### config.mk
export PLATFORM = sky130hd
export DESIGN_NAME = cpr_rr_buffer_flat
export DESIGN_NICKNAME = d
export VERILOG_FILES = /design/src/rtl/cpr_rr_buffer_if.sv /design/src/rtl/cpr_rr_buffer.sv /design/src/flat_wrapper.sv
export SDC_FILE = /design/constraint.sdc
export NUM_CORES = 1
export LEC_CHECK = 0
export BUFFER_PORTS_ARGS = -buffer_cell sky130_fd_sc_hd__buf_2
export CAP_MARGIN = 10
export CORE_AREA = 8 8 110 82
export CTS_BUF_LIST = sky130_fd_sc_hd__clkbuf_4
export CTS_CLUSTER_DIAMETER = 120
export CTS_CLUSTER_SIZE = 30
export DETAILED_ROUTE_END_ITERATION = 7
export DIE_AREA = 0 0 118 90
export GPL_TIMING_DRIVEN = 0
export PLACE_DENSITY = 0.84
export SLEW_MARGIN = 5
export SYNTH_ARGS = -nofsm -noshare
export SYNTH_HDL_FRONTEND = slang
export SYNTH_SLANG_ARGS = --single-unit
### constraint.sdc
create_clock -name clk -period 2.8 [get_ports clk]
set_clock_uncertainty 0.2 [all_clocks]
set_input_delay 0.28 -clock clk [delete_from_list [all_inputs] [get_ports clk]]
set_output_delay 0.28 -clock clk [all_outputs]
set_load 0.01 [all_outputs]
### src/rtl/cpr_rr_buffer_if.sv
// Bus bundle for cpr_rr_buffer: write/read strobes, packed channel inputs and status.
// The master drives the strobes and data; the slave (the buffer) drives read data and status.
interface cpr_rr_buffer_if #(
    parameter int WIDTH = 16,
    parameter int NCH   = 2,
    parameter int DEPTH = 4
);
    localparam int SELW = (NCH > 1) ? $clog2(NCH) : 1;
    localparam int CW   = $clog2(DEPTH + 1);

    logic                   clr;
    logic                   we;
    logic                   re;
    logic [NCH*WIDTH-1:0]   wd;
    logic [WIDTH-1:0]       rd;
    logic                   rd_valid;
    logic [SELW-1:0]        sel;
    logic [CW-1:0]          count;
    logic                   full;
    logic                   empty;
    logic                   ovf;

    modport master (
        output clr, we, re, wd,
        input  rd, rd_valid, sel, count, full, empty, ovf
    );

    modport slave (
        input  clr, we, re, wd,
        output rd, rd_valid, sel, count, full, empty, ovf
    );
endinterface

### src/rtl/cpr_rr_buffer.sv
// Round-robin channel capture into a DEPTH-entry circular buffer with a registered,
// in-order read port. Channel selection advances only on accepted writes.
module cpr_rr_buffer #(
    parameter int WIDTH = 16,
    parameter int NCH   = 2,
    parameter int DEPTH = 4
) (
    input  logic             clk,
    input  logic             rst_n,
    cpr_rr_buffer_if.slave   bus
);
    localparam int SELW = (NCH > 1) ? $clog2(NCH) : 1;
    localparam int PW   = $clog2(DEPTH);
    localparam int CW   = $clog2(DEPTH + 1);

    logic [WIDTH-1:0] mem_q [DEPTH];
    logic [WIDTH-1:0] rdData_q, rdData_d;
    logic             rdValid_q, rdValid_d;
    logic [SELW-1:0]  sel_q, sel_d;
    logic [CW-1:0]    count_q, count_d;
    logic             ovf_q, ovf_d;
    logic [PW-1:0]    wrPtr_q, wrPtr_d;
    logic [PW-1:0]    rdPtr_q, rdPtr_d;

    logic             isFull;
    logic             isEmpty;
    logic             wrAcc;
    logic             rdAcc;
    logic [WIDTH-1:0] chanData;

    assign isFull  = (count_q == CW'(DEPTH));
    assign isEmpty = (count_q == '0);

    // A full buffer still accepts a write when a pop frees the slot on the same edge.
    assign wrAcc = !bus.clr && bus.we && (!isFull || bus.re);
    assign rdAcc = !bus.clr && bus.re && !isEmpty;

    always_comb begin
        chanData = '0;
        for (int k = 0; k < NCH; k++) begin
            if (sel_q == SELW'(k)) begin
                chanData = bus.wd[k*WIDTH +: WIDTH];
            end
        end
    end

    always_comb begin
        rdData_d  = rdData_q;
        rdValid_d = 1'b0;
        sel_d     = sel_q;
        count_d   = count_q;
        ovf_d     = ovf_q;
        wrPtr_d   = wrPtr_q;
        rdPtr_d   = rdPtr_q;

        if (bus.clr) begin
            sel_d   = '0;
            count_d = '0;
            ovf_d   = 1'b0;
            wrPtr_d = '0;
            rdPtr_d = '0;
        end else begin
            if (wrAcc) begin
                wrPtr_d = wrPtr_q + PW'(1);
                sel_d   = (sel_q == SELW'(NCH - 1)) ? '0 : sel_q + SELW'(1);
            end else if (bus.we) begin
                ovf_d = 1'b1;
            end

            if (rdAcc) begin
                rdData_d  = mem_q[rdPtr_q];
                rdValid_d = 1'b1;
                rdPtr_d   = rdPtr_q + PW'(1);
            end

            case ({wrAcc, rdAcc})
                2'b10:   count_d = count_q + CW'(1);
                2'b01:   count_d = count_q - CW'(1);
                default: count_d = count_q;
            endcase
        end
    end

    always_ff @(posedge clk or negedge rst_n) begin
        if (!rst_n) begin
            rdData_q  <= '0;
            rdValid_q <= 1'b0;
            sel_q     <= '0;
            count_q   <= '0;
            ovf_q     <= 1'b0;
            wrPtr_q   <= '0;
            rdPtr_q   <= '0;
        end else begin
            rdData_q  <= rdData_d;
            rdValid_q <= rdValid_d;
            sel_q     <= sel_d;
            count_q   <= count_d;
            ovf_q     <= ovf_d;
            wrPtr_q   <= wrPtr_d;
            rdPtr_q   <= rdPtr_d;
        end
    end

    // Entries survive clr; only reset wipes them.
    always_ff @(posedge clk or negedge rst_n) begin
        if (!rst_n) begin
            for (int i = 0; i < DEPTH; i++) begin
                mem_q[i] <= '0;
            end
        end else if (wrAcc) begin
            mem_q[wrPtr_q] <= chanData;
        end
    end

    assign bus.rd       = rdData_q;
    assign bus.rd_valid = rdValid_q;
    assign bus.sel      = sel_q;
    assign bus.count    = count_q;
    assign bus.full     = isFull;
    assign bus.empty    = isEmpty;
    assign bus.ovf      = ovf_q;
endmodule

### src/flat_wrapper.sv
// flat-port wrapper written by rule: the top's interface ports become plain ports
module cpr_rr_buffer_flat 
#(
    parameter int WIDTH = 16,
    parameter int NCH   = 2,
    parameter int DEPTH = 4
)
  (clk, rst_n, bus_clr, bus_we, bus_re, bus_wd, bus_rd, bus_rd_valid, bus_sel, bus_count, bus_full, bus_empty, bus_ovf);
  cpr_rr_buffer_if #(.WIDTH(WIDTH), .NCH(NCH), .DEPTH(DEPTH)) bus_i ();
  input  logic clk;
  input  logic rst_n;
  input wire logic [$bits(bus_i.clr)-1:0] bus_clr;
  input wire logic [$bits(bus_i.we)-1:0] bus_we;
  input wire logic [$bits(bus_i.re)-1:0] bus_re;
  input wire logic [$bits(bus_i.wd)-1:0] bus_wd;
  output wire logic [$bits(bus_i.rd)-1:0] bus_rd;
  output wire logic [$bits(bus_i.rd_valid)-1:0] bus_rd_valid;
  output wire logic [$bits(bus_i.sel)-1:0] bus_sel;
  output wire logic [$bits(bus_i.count)-1:0] bus_count;
  output wire logic [$bits(bus_i.full)-1:0] bus_full;
  output wire logic [$bits(bus_i.empty)-1:0] bus_empty;
  output wire logic [$bits(bus_i.ovf)-1:0] bus_ovf;
  assign bus_i.clr = bus_clr;
  assign bus_i.we = bus_we;
  assign bus_i.re = bus_re;
  assign bus_i.wd = bus_wd;
  assign bus_rd = bus_i.rd;
  assign bus_rd_valid = bus_i.rd_valid;
  assign bus_sel = bus_i.sel;
  assign bus_count = bus_i.count;
  assign bus_full = bus_i.full;
  assign bus_empty = bus_i.empty;
  assign bus_ovf = bus_i.ovf;
  cpr_rr_buffer #(.WIDTH(WIDTH), .NCH(NCH), .DEPTH(DEPTH)) u_core (.clk(clk), .rst_n(rst_n), .bus(bus_i));
endmodule
**Word level (Yosys, flattened, before mapping)**

Index checks and enable logic that the tools add are counted.

- Output and inout port bits: 24
- Register bits after elaboration: 90

- Add/sub/neg operators: 5
- Equality and inequality tests: 4
- Bitwise logic cells: 3
- Reductions and logical operators: 16
- $lt $le $gt $ge: 3
- Mux-type cells: 21

Operators by type and width:

| cell | count |
|---|---|
| bitwise mux 64 bit | 1 |
| two-way mux 16 bit | 4 |
| binary-select mux 16 bit (select 2 bit) | 1 |
| demux 16 bit (select 2 bit) | 1 |
| two-way mux 1 bit | 8 |
| two-way mux 2 bit | 4 |
| greater-or-equal comparator 3 bit (second input constant) | 2 |
| inverter 2 -> 3 bit | 2 |
| case mux 3 bit (2 select lines) | 1 |
| nonzero test 2 bit | 3 |
| logical AND 1 bit | 5 |
| adder 2 x 1 -> 2 bit (second input constant) | 2 |
| AND reduction 2 bit | 2 |
| adder 3 x 1 -> 3 bit (second input constant) | 1 |
| == test 3 bit (second input constant) | 1 |
| logical NOT 1 bit | 3 |
| logical NOT 3 bit | 1 |
| less-than comparator 3 x 1 -> 1 bit (second input constant) | 1 |
| two-way mux 3 bit | 1 |
| nonzero test 3 bit | 1 |
| subtractor 3 x 1 -> 3 bit (second input constant) | 1 |
| == test 2 x 1 -> 1 bit (second input constant) | 1 |
| == test 2 bit (second input constant) | 1 |
| != test 2 bit (second input constant) | 1 |
| other kinds (3) | 3 |

**Longest topological paths before layout**

- Depth in word-level cells: 7
- Gate-level depth with buffers: 8
- Depth with buffers taken out: 7

**Least setup slack after synthesis**

No wires, ideal clock.

- Kind: register -> register
- Start point: register u_core.count_q[0], in the netlist u_core.bus.count[0]
- End point: register u_core.count_q[1], in the netlist u_core.bus.count[1]
- Required time: 2.464 ns
- Slack: 0.624 ns
- Stages on the path, launching flop included: 8
- Arrival: 1.840 ns
- Period minus slack after synthesis: 2.176 ns
- Cells stage by stage: dfrtp_1 buf_6 nor3_2 nor3_1 fa_1 a22o_1 a21oi_1 a21oi_1

- Elaborated cells on any way between the ends: 14
- Those cells by class: add/sub: 2; eq/ne: 3; mux: 2; reduce/logical: 7

RTL lines:

| element | line | source |
|---|---|---|
| from (decl) | cpr_rr_buffer.sv:20 | `logic [CW-1:0] count_q, count_d;` |
| from (signal assigned) | cpr_rr_buffer.sv:97 | `count_q <= count_d;` |
| logical NOT 3 bit * | cpr_rr_buffer.sv:32 | `assign isEmpty = (count_q == '0);` |
| named net bus_empty | flat_wrapper.sv:21 | `output wire logic [$bits(bus_i.empty)-1:0] bus_empty;` |
| logical NOT 1 bit * | cpr_rr_buffer.sv:36 | `assign rdAcc = !bus.clr && bus.re && !isEmpty;` |
| logical AND 1 bit * | cpr_rr_buffer.sv:36 |  |
| == test 2 x 1 -> 1 bit / == test 2 bit (equally long branches) | cpr_rr_buffer.sv:76 | `case ({wrAcc, rdAcc})` |
| case mux 3 bit (2 select lines) | cpr_rr_buffer.sv:76 |  |
| two-way mux 3 bit | cpr_rr_buffer.sv:56 | `if (bus.clr) begin` |

Mark *: on every way through the listed nets, which the timed path passes. The rest lies on a longest branch.
A chain may end at the register's enable or synchronous reset.

**Worst setup path in the final report**

- Start point: register u_core.sel_q, in the netlist u_core.bus.sel
- End point: register u_core.mem_q[60] (netlist name)

- Longest elaborated chain between the ends: 2

Ends and longest elaborated chain:

| element | line | source |
|---|---|---|
| from (decl) | cpr_rr_buffer.sv:19 | `logic [SELW-1:0] sel_q, sel_d;` |
| from (signal assigned) | cpr_rr_buffer.sv:96 | `sel_q <= sel_d;` |
| two-way mux 16 bit | cpr_rr_buffer.sv:41 | `if (sel_q == SELW'(k)) begin` |
| bitwise mux 64 bit | cpr_rr_buffer.sv:111 | `mem_q[wrPtr_q] <= chanData;` |
| to (signal, indexed assignment) | cpr_rr_buffer.sv:111 |  |
| to (decl) | cpr_rr_buffer.sv:16 | `logic [WIDTH-1:0] mem_q [DEPTH];` |

No other way between the ends.

==> results.yml <==
clock_tree:
  clkTransAtPathRegs_ns: 0.14
  clkSinkCount: 90
  htreeDepth: 3
  cts_made_buffers: 9
  root_buffer: "clkbuf_4"
  insertion_delay_ns: 0.45
  clockBufferDepth: 2
  cts_tree: "done"
setup_path:
  r2r_cells: 5
  path_class: "flip-flop to flip-flop"
  arrival_ns: 2.58
  start_kind: "flip-flop"
  critPathBufInv: 3
  crit_path_max_incr_delay_ns: 0.63
  r2r_end: "u_core.mem_q[60]$_DFFE_PN0P_"
  crit_family: "buffers and inverters"
  cpMaxStageDelayCell: "dlygate4sd3_1"
  path_cells: "buf_2 > buf_2 > mux2i_1 > dlygate4sd3_1 > o21ai_1"
  crit_top_cell: "buf_2"
  r2r-start: "u_core.bus.sel$_DFFE_PN0P_"
  cp_max_fo: 10
  cp-end-kind: "flip-flop"
  rrSetupSlack_ns: 0.36
  startpoint: "u_core.bus.sel$_DFFE_PN0P_"
  required_ns: 2.94
cells_and_area:
  syn_to_final_growth_pct: 21.3
  nets: 500
  final_cells: 564
  diodes: 0
  drive_above_1_share: 0.300
  layout.area.seq_sq_um: 2250
  postLayoutCoreUtil: 0.677
  multiInputGateArea_sq_um: 1700
  fin_area_sq_um: 5060
  fillers: 581
placement:
  hpwl_mm: 6.86
  io_buffers: 60
  placed_cells: 517
  gp_congestion: 0.820
  placed_area_sq_um: 4620
  pre_cts_ws_ns: 0.547
timing:
  setup_viol: 0
  tightest_slew_ns: 0.556
  fmax_mhz: 410
  tns_ns: 0
  period_share: 0.871
  period_minus_slack_ns: 2.44
  grt_setup_unrepaired: "false"
  maxSlewHeadroom: 0.629
  setup_ws_ns: 0.360
  finalHoldViolCount: 0
  finalMaxSlewViolations: 0
  hold_slack_ns: 0.0147
min_path:
  min_path_type: "primary input to flip-flop"
  hp-start: "bus_wd[26]"
  holdPathStages: 3
  holdPathEnd: "u_core.mem_q[10]$_DFFE_PN0P_"
die:
  dieWidth_microns: 118
  core-area_sq_um: 7470
  rows: 27
  start_util: 0.558
  chipHeight_microns: 90
  die-area_sq_um: 10600
  io_pins: 61
synthesis:
  synth_cells: 355
  synth_cell_types: 35
  yosysWarnings: 0
  synth_edf_count: 0
  synth-seq-cells: 90
  yosysSeqAreaShare: 0.540
  synth_area_leaders: "dfrtp_1 (54%), mux4_2 (8.6%), nand2_1 (6.0%)"
  synth-main-ff-cell: "dfrtp_1"
  syn_nets: 397
  async_flop_share: 1.00
  yosysTopAreaCell: "dfrtp_1"
  yosys-top-cells-count: "dfrtp_1 (90), nand2_1 (67), o21ai_0 (48)"
  syn_avg_cell_area_sq_um: 11.7
  yosysMostFrequentCell: "dfrtp_1"
  yosysTopAreaCellShare: 0.540
  synth_area_sq_um: 4170
routing:
  detail-route-antenna-nets: 0
  routed_via_density: 5.58
  drt_wl_total_mm: 9.90
  route.detailed.drc: 0
  drtIter0Drc: 166
  dr.pass1.iters: 4
  num_vias: 3149
  wl_per_cell_microns: 17.6
power:
  swShare: 0.329
  p_comb_frac: 0.300
  sequentialPowerShare: 0.527
  power.switching_mw: 1.22
  power-per-cell-area_nw_per_um2: 732
  total_power_mw: 3.70
  power.ir.vdd_worst_mv: 0.299
  power.share.clock: 0.173
  power.internal_mw: 2.48
  p_leak_nw: 2.35
grt:
  first_global_vias: 3363
  grt-busiest-layer: "met2"
  grt_max_degree: 62
  gr-total-overflow: 0
  grtUsageTotal: 0.191
  grt_pass1_wl_mm: 16.4
  use_met3: 0.0537
  use_met2: 0.330
  grtUsageMet1: 0.229
  grt_antenna_before_repair: 0
status:
  status: "finished clean"
run:
  maxCapViolCount: 0
## metal layers
metal	part of all wire	wire length, microns
met4	0.012	119
met2	0.51	5040
met1	0.42	4140
met5	0	0
met3	0.061	607
## worst reg2reg max path: stages (launching register included)
cell and delay, ns:
dfrtp_1 0.37, buf_2 0.28, buf_2 0.40, mux2i_1 0.40, dlygate4sd3_1 0.63, o21ai_1 0.07
## how the worst max path moves through the flow
| stage | endpoint | slack [ns] | depth (start not counted) |
|---|---|---|---|
| floorplan | u_core.bus.count[1]$_DFFE_PN0P_ | 0.62 | 7 |
| global placement | u_core.bus.rd[12]$_DFFE_PN0P_ | 0.51 | 1 |
| detailed placement | u_core.bus.count[1]$_DFFE_PN0P_ | 0.55 | 7 |
| CTS | u_core.mem_q[45]$_DFFE_PN0P_ | 0.40 | 5 |
| global route | u_core.mem_q[60]$_DFFE_PN0P_ | 0.21 | 5 |
| finish | u_core.mem_q[60]$_DFFE_PN0P_ | 0.36 | 5 |
## kinds of logic after synthesis
logic type / synth area share
multiplexers: 0.173
AND/OR/NAND/NOR: 0.111
adder cells (fa/ha/maj): 0.0168
AO/OA/AOI/OAI: 0.0976
flip-flops: 0.540
buffers and inverters: 0.0522
XOR/XNOR: 0.00841
## placed cells by master (no fill, tap or decap), types with 2 or more instances in the layout
master,synthesis,routed
mux2i_1,17,17
clkbuf_4,0,9
clkinv_4,0,2
o21ai_1,20,20
dfrtp_1,90,90
clkbuf_1,3,3
ha_1,4,4
xor2_1,2,2
nand2b_1,3,3
nand3_1,3,3
o21ai_0,48,48
nor2_1,11,11
mux4_2,16,16
buf_6,10,10
buf_4,6,7
clkinvlp_4,0,3
dlygate4sd3_1,0,31
nand2_1,67,67
xnor2_1,2,2
nor3_1,2,2
mux2_2,17,17
a21oi_1,6,6
a31oi_1,2,2
nand3_4,4,4
inv_1,4,4
buf_2,5,64
## area by class of cell
class / count / area share
tap: 101 / 0.0250
inverter: 4 / 0.00297
timing repair buffer: 92 / 0.127
multi-input combinational: 235 / 0.336
sequential: 90 / 0.445
clock inverter: 7 / 0.0106
clock buffer: 9 / 0.0134
buffer: 26 / 0.0401
## state kept, by name, indices dropped and copies added (netlist names)
signal / count
u_core.bus.count: 3
u_core.rdPtr_q: 2
u_core.wrPtr_q: 2
u_core.bus.rd: 16
u_core.bus.sel: 1
u_core.bus.rd_valid: 1
u_core.mem_q: 64
u_core.bus.ovf: 1
## power by group through the flow
| stage | logic (mW) | registers (mW) | clock network, mW |
|---|---|---|---|
| CTS | 1.13 | 1.95 | 0.658 |
| global route | 1.24 | 2.00 | 0.707 |
| floorplan | 0.690 | 1.96 | 0 |
| global placement | 1.02 | 1.93 | 0 |
| finish | 1.11 | 1.95 | 0.639 |
| detailed placement | 1.08 | 1.98 | 0 |
## what timing repair did
item                                    in CTS  in global routing
hold buffers                                31                  0
endpoints found under the setup margin       0                  0
setup buffers                                0                  0
resized for setup                            0                  0
hold endpoints to repair                   112                  0
(Power assumes the default switching activity.)
